### src/rtl/jstk2_pkg.sv
// Shared definitions for the JSTK2 cursor controller: packet layout, axis constants, FSM states.
package jstk2_pkg;

  // Byte positions within the rx packet, counted in order of reception
  localparam int unsigned X_LO = 0;
  localparam int unsigned X_HI = 1;
  localparam int unsigned Y_LO = 2;
  localparam int unsigned Y_HI = 3;
  localparam int unsigned BTN  = 4;

  localparam int unsigned AXIS_W      = 10;
  localparam int unsigned AXIS_CENTRE = 512;

  // Bit positions inside the button byte
  localparam int unsigned BTN_TRIG  = 0;
  localparam int unsigned BTN_STICK = 1;

  typedef enum logic [1:0] {
    IDLE    = 2'd0,
    FETCH   = 2'd1,
    CAPTURE = 2'd2,
    UPDATE  = 2'd3
  } state_t;

  // Decoded packet fields that are actually consumed
  typedef struct packed {
    logic [AXIS_W-1:0] x;
    logic [AXIS_W-1:0] y;
    logic              trig;
    logic              stick;
  } pkt_t;

endpackage

### src/rtl/jstk2_axis_decode.sv
// Combinational axis decoder: 10-bit joystick axis -> signed step (-1, 0, +1) outside the deadzone.
module jstk2_axis_decode
  import jstk2_pkg::*;
#(
  parameter int unsigned DEADZONE = 128
) (
  input  logic [AXIS_W-1:0] i_axis,
  output logic signed [1:0] o_step_c
);

  localparam int unsigned HI_TH = AXIS_CENTRE + DEADZONE;
  // A deadzone wider than the centre value can never produce a negative step
  localparam bit          LO_EN = (DEADZONE <= AXIS_CENTRE);
  localparam int unsigned LO_TH = LO_EN ? (AXIS_CENTRE - DEADZONE) : 0;

  logic [31:0] w_axis;

  assign w_axis = 32'(i_axis);

  // Threshold compare; positive side wins if thresholds ever overlap
  always_comb begin
    o_step_c = 2'sb00;
    if (w_axis >= HI_TH) begin
      o_step_c = 2'sb01;
    end else if (LO_EN && (w_axis <= LO_TH)) begin
      o_step_c = 2'sb11;
    end
  end

endmodule

### src/rtl/jstk2_cursor_ctrl.sv
// JSTK2 cursor controller: polls the SPI driver, decodes stick/buttons, moves a clamped grid cursor.
module jstk2_cursor_ctrl
  import jstk2_pkg::*;
#(
  parameter int unsigned TOTAL_DATA_BYTE = 7,
  parameter int unsigned DATA_WIDTH      = 8,
  parameter int unsigned POLL_PERIOD     = 5_000_000,
  parameter int unsigned TIMEOUT         = 200_000,
  parameter int unsigned GRID_W          = 64,
  parameter int unsigned GRID_H          = 48,
  parameter int unsigned DEADZONE        = 128
) (
  input  logic                                  i_clk,
  input  logic                                  i_n_reset,
  input  logic                                  i_enable,
  output logic                                  o_fetch,
  input  logic                                  i_done,
  input  logic [TOTAL_DATA_BYTE*DATA_WIDTH-1:0] i_rx_data,
  output logic [$clog2(GRID_W)-1:0]             o_cursor_x,
  output logic [$clog2(GRID_H)-1:0]             o_cursor_y,
  output logic                                  o_cursor_valid,
  output logic                                  o_paint,
  output logic                                  o_clear,
  output logic                                  o_timeout
);

  localparam int unsigned XW       = $clog2(GRID_W);
  localparam int unsigned YW       = $clog2(GRID_H);
  localparam int unsigned CNT_MAX  = (POLL_PERIOD > TIMEOUT) ? POLL_PERIOD : TIMEOUT;
  localparam int unsigned CNT_W    = $clog2(CNT_MAX + 1);
  localparam int unsigned HI_W     = AXIS_W - DATA_WIDTH;
  // First-received byte sits at the top of the bus
  localparam int unsigned X_LO_LSB = (TOTAL_DATA_BYTE - 1 - X_LO) * DATA_WIDTH;
  localparam int unsigned X_HI_LSB = (TOTAL_DATA_BYTE - 1 - X_HI) * DATA_WIDTH;
  localparam int unsigned Y_LO_LSB = (TOTAL_DATA_BYTE - 1 - Y_LO) * DATA_WIDTH;
  localparam int unsigned Y_HI_LSB = (TOTAL_DATA_BYTE - 1 - Y_HI) * DATA_WIDTH;
  localparam int unsigned BTN_LSB  = (TOTAL_DATA_BYTE - 1 - BTN) * DATA_WIDTH;

  state_t            r_state;
  state_t            w_state_nxt;
  logic [CNT_W-1:0]  r_cnt;
  logic [CNT_W-1:0]  w_cnt_nxt;
  logic              r_fetch;
  logic              w_fetch_nxt;
  pkt_t              r_pkt;
  pkt_t              w_pkt_nxt;
  pkt_t              w_rx_pkt;
  logic [XW-1:0]     r_x;
  logic [XW-1:0]     w_x_nxt;
  logic [YW-1:0]     r_y;
  logic [YW-1:0]     w_y_nxt;
  logic              r_valid;
  logic              w_valid_nxt;
  logic              r_paint;
  logic              w_paint_nxt;
  logic              r_clear;
  logic              w_clear_nxt;
  logic              r_timeout;
  logic              w_timeout_nxt;
  logic [1:0]        r_btn_prev;
  logic [1:0]        w_btn_prev_nxt;
  logic signed [1:0] w_step_x;
  logic signed [1:0] w_step_y;
  logic [XW-1:0]     w_x_moved;
  logic [YW-1:0]     w_y_moved;
  logic              w_unused_rx;

  // Padding bits of the hi/button bytes and the trailing bytes carry nothing we use
  assign w_unused_rx = ^i_rx_data;

  // Slice the live rx bus into the fields we keep
  always_comb begin
    w_rx_pkt.x     = {i_rx_data[X_HI_LSB +: HI_W], i_rx_data[X_LO_LSB +: DATA_WIDTH]};
    w_rx_pkt.y     = {i_rx_data[Y_HI_LSB +: HI_W], i_rx_data[Y_LO_LSB +: DATA_WIDTH]};
    w_rx_pkt.trig  = i_rx_data[BTN_LSB + BTN_TRIG];
    w_rx_pkt.stick = i_rx_data[BTN_LSB + BTN_STICK];
  end

  jstk2_axis_decode #(.DEADZONE(DEADZONE)) u_dec_x (
    .i_axis   (r_pkt.x),
    .o_step_c (w_step_x)
  );

  jstk2_axis_decode #(.DEADZONE(DEADZONE)) u_dec_y (
    .i_axis   (r_pkt.y),
    .o_step_c (w_step_y)
  );

  // Saturating column step: positive X moves right
  always_comb begin
    w_x_moved = r_x;
    if ((w_step_x == 2'sb01) && (r_x != XW'(GRID_W - 1))) begin
      w_x_moved = r_x + XW'(1);
    end else if ((w_step_x == 2'sb11) && (r_x != '0)) begin
      w_x_moved = r_x - XW'(1);
    end
  end

  // Saturating row step: stick up decrements the row (rows grow downward)
  always_comb begin
    w_y_moved = r_y;
    if ((w_step_y == 2'sb01) && (r_y != '0)) begin
      w_y_moved = r_y - YW'(1);
    end else if ((w_step_y == 2'sb11) && (r_y != YW'(GRID_H - 1))) begin
      w_y_moved = r_y + YW'(1);
    end
  end

  // State and output registers
  always_ff @(posedge i_clk or negedge i_n_reset) begin
    if (!i_n_reset) begin
      r_state    <= IDLE;
      r_cnt      <= '0;
      r_fetch    <= 1'b0;
      r_pkt      <= '0;
      r_x        <= XW'(GRID_W / 2);
      r_y        <= YW'(GRID_H / 2);
      r_valid    <= 1'b0;
      r_paint    <= 1'b0;
      r_clear    <= 1'b0;
      r_timeout  <= 1'b0;
      r_btn_prev <= 2'b00;
    end else begin
      r_state    <= w_state_nxt;
      r_cnt      <= w_cnt_nxt;
      r_fetch    <= w_fetch_nxt;
      r_pkt      <= w_pkt_nxt;
      r_x        <= w_x_nxt;
      r_y        <= w_y_nxt;
      r_valid    <= w_valid_nxt;
      r_paint    <= w_paint_nxt;
      r_clear    <= w_clear_nxt;
      r_timeout  <= w_timeout_nxt;
      r_btn_prev <= w_btn_prev_nxt;
    end
  end

  // Next-state and next-output logic. Cursor/pulse registers load on the CAPTURE->UPDATE
  // edge so they are visible for exactly the UPDATE cycle.
  always_comb begin
    w_state_nxt    = r_state;
    w_cnt_nxt      = r_cnt;
    w_fetch_nxt    = r_fetch;
    w_pkt_nxt      = r_pkt;
    w_x_nxt        = r_x;
    w_y_nxt        = r_y;
    w_valid_nxt    = 1'b0;
    w_paint_nxt    = 1'b0;
    w_clear_nxt    = 1'b0;
    w_timeout_nxt  = r_timeout;
    w_btn_prev_nxt = r_btn_prev;
    case (r_state)
      IDLE: begin
        if (!i_enable) begin
          w_cnt_nxt = '0;
        end else if (r_cnt == CNT_W'(POLL_PERIOD - 1)) begin
          w_state_nxt = FETCH;
          w_cnt_nxt   = '0;
          w_fetch_nxt = 1'b1;
        end else begin
          w_cnt_nxt = r_cnt + CNT_W'(1);
        end
      end
      FETCH: begin
        if (i_done) begin
          w_state_nxt = CAPTURE;
          w_cnt_nxt   = '0;
          w_fetch_nxt = 1'b0;
          w_pkt_nxt   = w_rx_pkt;
        end else if (r_cnt == CNT_W'(TIMEOUT - 1)) begin
          w_state_nxt   = IDLE;
          w_cnt_nxt     = '0;
          w_fetch_nxt   = 1'b0;
          w_timeout_nxt = 1'b1;
        end else begin
          w_cnt_nxt = r_cnt + CNT_W'(1);
        end
      end
      CAPTURE: begin
        w_state_nxt    = UPDATE;
        w_x_nxt        = w_x_moved;
        w_y_nxt        = w_y_moved;
        w_valid_nxt    = 1'b1;
        w_paint_nxt    = r_pkt.trig & ~r_btn_prev[BTN_TRIG];
        w_clear_nxt    = r_pkt.stick & ~r_btn_prev[BTN_STICK];
        w_timeout_nxt  = 1'b0;
        w_btn_prev_nxt = {r_pkt.stick, r_pkt.trig};
      end
      UPDATE: begin
        w_state_nxt = IDLE;
      end
      default: begin
        w_state_nxt = IDLE;
      end
    endcase
  end

  assign o_fetch        = r_fetch;
  assign o_cursor_x     = r_x;
  assign o_cursor_y     = r_y;
  assign o_cursor_valid = r_valid;
  assign o_paint        = r_paint;
  assign o_clear        = r_clear;
  assign o_timeout      = r_timeout;

endmodule
### config.mk
export PLATFORM = sky130hd
export DESIGN_NAME = jstk2_cursor_ctrl
export DESIGN_NICKNAME = d
export VERILOG_FILES = /design/src/rtl/jstk2_pkg.sv /design/src/rtl/jstk2_axis_decode.sv /design/src/rtl/jstk2_cursor_ctrl.sv
export SDC_FILE = /design/constraint.sdc
export NUM_CORES = 1
export LEC_CHECK = 0
export BUFFER_PORTS_ARGS = -buffer_cell sky130_fd_sc_hd__buf_4
export CORE_MARGIN = 2
export CORE_UTILIZATION = 40
export CTS_BUF_LIST = sky130_fd_sc_hd__clkbuf_16
export CTS_CLUSTER_DIAMETER = 40
export DETAILED_ROUTE_END_ITERATION = 12
export GPL_TIMING_DRIVEN = 0
export PLACE_DENSITY = 0.61
export SYNTH_ARGS = -nofsm -noshare
export SYNTH_HDL_FRONTEND = slang
export SYNTH_SLANG_ARGS = --single-unit
### constraint.sdc
create_clock -name i_clk -period 5.31 [get_ports i_clk]
set_input_delay 0.2655 -clock i_clk [delete_from_list [all_inputs] [get_ports i_clk]]
set_output_delay 0.2655 -clock i_clk [all_outputs]
set_load 0.01 [all_outputs]
**Word-level counts from Yosys, hierarchy flattened**

Index checks and enable logic that the tools add are counted.

- Add/subtract/negate cells: 5
- $mul: 0
- Divide/modulo/power cells: 0
- Magnitude comparators: 4
- Equality and inequality tests: 16
- Shifts and indexed selects: 0
- Multiplexer cells: 29
- Bitwise operators: 4
- Reduce and logical (&&, ||, !) cells: 17

Operators by type and width:

| cell | number |
|---|---|
| $mux W23 | 4 |
| $pmux W23 S2 | 1 |
| $mux W6 | 4 |
| $add A23 B1 Y23 const B | 1 |
| $eq A23 B18 Y1 const B | 1 |
| $eq A23 B23 Y1 const B | 1 |
| $ge A10 B10 Y1 const B | 2 |
| $le A10 B9 Y1 const B | 2 |
| $mux W2 | 8 |
| $add A6 B1 Y6 const B | 2 |
| $ne A6 B6 Y1 const B | 2 |
| $reduce_bool A6 Y1 | 2 |
| $sub A6 B1 Y6 const B | 2 |
| $mux W1 | 9 |
| $eq A2 B2 Y1 const B | 4 |
| $ne A2 B2 Y1 const B | 4 |
| $pmux W2 S4 | 1 |
| $reduce_bool A2 Y1 | 4 |
| $eq A2 B1 Y1 const B | 3 |
| $reduce_and A2 Y1 | 3 |
| $reduce_and A3 Y1 | 2 |
| $logic_and A1 B1 Y1 | 4 |
| $pmux W1 S2 | 2 |
| $reduce_and A4 Y1 | 1 |
| 4 further kinds | 6 |

- Bits in registers: 66
- Bits in latches: 0
- Bits in writable memories: 0
- Memory bits (read-only): 0
- Input port bits: 60
- Output and inout port bits: 17
- Memories kept: 0

**Depth between registers and ports, before layout**

- Word-level depth: 7
- Gate-level depth with buffers: 9
- Mapped depth without buffers: 9

**Modules after synthesis**

A second synthesis with hierarchy kept.

- Cell total of the unflattened synthesis: 326
- Area, all modules: 3437.0 sq um

By module, submodules not included:

| module | instances | cells an instance | area each (sq um) | sequential area each (sq um) |
|---|---|---|---|---|
| jstk2_cursor_ctrl | 1 | 310 | 3349.5 | 1655.3 |
| jstk2_axis_decode | 2 | 8 | 43.8 | 0.0 |

**Worst setup path after synthesis**

OpenSTA, ideal clock, no wires.

- Kind: reg2reg
- Start point: register r_x[5], in the netlist o_cursor_x[5]
- End point: register r_x[5], in the netlist o_cursor_x[5]
- Arrival: 2126 ps
- Setup slack: 3108 ps
- Stages on the path, launching flop included: 9
- Path buffers: 0
- Period minus slack after synthesis: 2202 ps
- Path through: dfstp_2 -> nand2_1 -> o221ai_1 -> ha_1 -> a211oi_1 -> o21bai_1 -> a21oi_1 -> mux2i_1 -> xnor2_1

- Longest elaborated chain between the ends: 4
- Elaborated cells on any way between the ends: 10

RTL lines:

| element | RTL line | RTL |
|---|---|---|
| from (decl) | jstk2_cursor_ctrl.sv:48 | `logic [XW-1:0] r_x;` |
| from (signal assigned) | jstk2_cursor_ctrl.sv:116 | `r_x <= XW'(GRID_W / 2);` |
| from (signal assigned) | jstk2_cursor_ctrl.sv:128 | `r_x <= w_x_nxt;` |
| parallel branches: the longest is 4 deep, another holds $sub A6 B1 Y6 | - |  |

Parallel ways; which one is timed is not known. The select of a mux whose other input is x is not followed.
A chain may end at the register's enable or synchronous reset.

**Worst setup path in the final report**

- Start point: register r_x[0], in the netlist o_cursor_x[0]
- End point: register r_x[5], in the netlist o_cursor_x[5]

Same word-level chain as after synthesis.

==> results.toml <==
[floorplanning]
dieArea_um2 = 9350
coreArea_um2 = 8258
io_pins = 77
die_height_um = 96.70
initial_utilization_pct = 41.62
rows = 33
die_x_um = 96.70

[clocking]
cts_tree = "done"
cts_made_buffers = 9
clockBufferDepth = 2
htreeDepth = 3
cts.root.buffer_cell = "clkbuf_16"
cts.repair.resized = 0
clk_pin_slew_ps = 60
clock_latency_ps = 320
hold_buffers = 0
cts_sinks = 66
post_cts_buffers = 0

[synthesis]
ys_async_sr_fraction_pct = 100.0
synthAdderAreaFrac_pct = 4.441
synth_nets = 388
syn_inst = 317
synth_seq_cells = 66
synth.avg_cell_area_um2 = 10.84
synth_top_family_by_area = "simple AND/OR/NAND/NOR gates"
synth_compound_area_share_pct = 9.101
synth-edff-count = 0
yosys_warnings = 0
synthXorXnorAreaFrac_pct = 6.116
synth_ff_type = "dfrtp_1"
synth-simple-area-share_pct = 18.64
seq_area_frac_synth_pct = 48.16
synth.distinct_cells = 51
synth_area_um2 = 3437
synthMuxAreaShare_pct = 10.70

[hold_path]
hold_class = "in2async"

[power_and_ir_drop]
powerDensity_nw_per_um2 = 566.8
power_leakage_nw = 1.865
ir_drop_v = 0.0003992

[place]
dp_cells = 464
dp_hpwl_mm = 5.001
gp_congestion = 0.7779
port_buffers = 42

[route]
drc_errors = 0
wl_met3_um = 178
routedLengthMet1_mm = 3.557
vias = 2534
wl_per_cell_um = 14.65
top_layer_used = "met4"
route.met2.wl_mm = 3.187
via_per_inst = 5.279
wl_mm = 7.030
ant_nets = 0
drtIter0Drc = 109
drt_first_pass_iters = 6

[global_routing]
antenna_found_initial = 0
grt_max_degree = 67
grt_pass1_wl_mm = 12.55
grt_overflow = 0
grt_usage_pct = 16.27
grt_pass1_vias = 2533

[cells_and_area]
final_util_pct = 50.79
nets = 441
final_cell_mix = "dfrtp_1 (63), buf_4 (42), mux2_2 (30)"
areaGrowthSynthToFinish_pct = 22.02
nFillCells = 771
layoutNonFillerInstCount = 480
mostFrequentLayoutCell = "dfrtp_1"
drive_above_1_share_pct = 26.40
diodes = 0

[sta]
period_share_pct = 47.09
fmax_mhz = 399.9
whs_ps = 37.73
grt_setup_unrepaired = "false"
setup_viol = 0
slew_headroom_pct = 39.37
worst_pin_slew_ps = 901.1
hold_viol = 0
setup_tns_ps = 0
drv_slew = 0
fin_crit_ps = 2500
skew_ps = 2.844

[worst_setup_path]
r2r_slack_ps = 2810
criticalPathCategory = "reg2reg"
critPathRequiredTime_ps = 5560
critPathSlowestCell = "o221ai_1"
critPathMaxStageDelay_ps = 550
end_kind = "flip-flop"
critical_path_peak_fanout = 7
crit_arrival_ps = 2750
critPathTopFamily = "compound AO/OA/AOI/OAI gates"
cp.buffers_inverters = 0
worst_setup_path_start_kind = "flip-flop"
cp_cell_sequence = "nand4_1, o221ai_1, ha_1, a211oi_1, o21bai_1, a21oi_1, mux2i_1, xnor2_1"

[run]
maxCapViolCount = 0

[run_status]
outcome = "finished clean"
==> synthesized netlist by cell type, types with 3 or more instances <==
cell	instances	area [um^2]
and3_1	4	25.02
xnor2_1	19	166.4
nand2_1	27	101.4
dfrtp_1	63	1577
o21bai_1	4	30.03
a21o_1	4	30.03
mux2_2	30	337.8
nor3_1	8	40.04
nand4_1	6	37.54
clkbuf_1	8	30.03
nor2_1	25	93.84
mux2i_1	3	30.03
dfstp_2	3	78.83
nor4_1	10	62.56
ha_1	9	112.6
xor2_1	5	43.79
inv_1	12	45.04
o21ai_0	9	45.04
and4_1	3	26.28
a21oi_1	10	50.05
nand3_1	10	50.05
or4_1	3	22.52
==> flip-flops by register name (all words and copies together) (netlist names), 2 cells and up, named ones only <==
| signal | count |
|---|---|
| o_cursor_x | 6 |
| r_cnt | 23 |
| r_btn_prev | 2 |
| o_cursor_y | 6 |
| r_pkt | 22 |
==> per-stage QoR <==
stage / setup slack [ps] / total power (W) / cell area (um^2)
floorplan: 3108 / 0.001505 / 3437
global placement: 2874 / 0.001752 / 3884
finish: 2810 / 0.002377 / 4194
CTS: 2785 / 0.002405 / 4194
detailed placement: 2809 / 0.001782 / 3884
global route: 2567 / 0.002562 / 4194
==> metal layers <==
layer	track usage [%]	vias to the layer above
li1	-	1247
met1	23.94	1245
met2	24.36	35
met3	3.035	7
met4	5.200	0
met5	0	-
==> kinds of logic (layout without fill, tap and decap cells) <==
group	count (synthesis)	after routing
AND/OR/NAND/NOR	116	116
XOR/XNOR	24	24
flip-flops	66	66
AO/OA/AOI/OAI	45	45
adder cells (fa/ha/maj)	11	11
multiplexers	33	33
buffers and inverters	22	80
==> report_power, final <==
group | total, W | switching (W) | internal, W | leakage (nW)
Sequential | 0.000823 | 0.000141 | 0.000682 | 0.837
Combinational | 0.000939 | 0.000446 | 0.000493 | 0.873
Clock | 0.000615 | 0.000210 | 0.000406 | 0.156
==> cell type report <==
| class | count | area [um^2] | area share, % |
|---|---|---|---|
| well taps | 105 | 131.4 | 3.132 |
| inverters | 12 | 45.04 | 1.074 |
| plain buffers | 10 | 52.55 | 1.253 |
| repair buffers | 42 | 315.3 | 7.518 |
| clock buffers | 9 | 225.2 | 5.370 |
| flip-flops and latches | 66 | 1655 | 39.47 |
| clock inverters | 7 | 85.08 | 2.029 |
| multi-input cells | 229 | 1684 | 40.16 |
==> worst paths after layout <==
check | from | to | cells after the start
worst max register to register | o_cursor_x[0] | o_cursor_x[5] | 8
max in group asynchronous | i_n_reset | r_cnt[19] | 1
worst min register to register | r_btn_prev[1] | o_clear | 1
worst min-delay path | i_n_reset | r_pkt[14] | 1
worst max-delay path | o_cursor_x[0] | o_cursor_x[5] | 8
min in group i_clk | i_rx_data[32] | r_pkt[2] | 2
(Power assumes the default switching activity.)
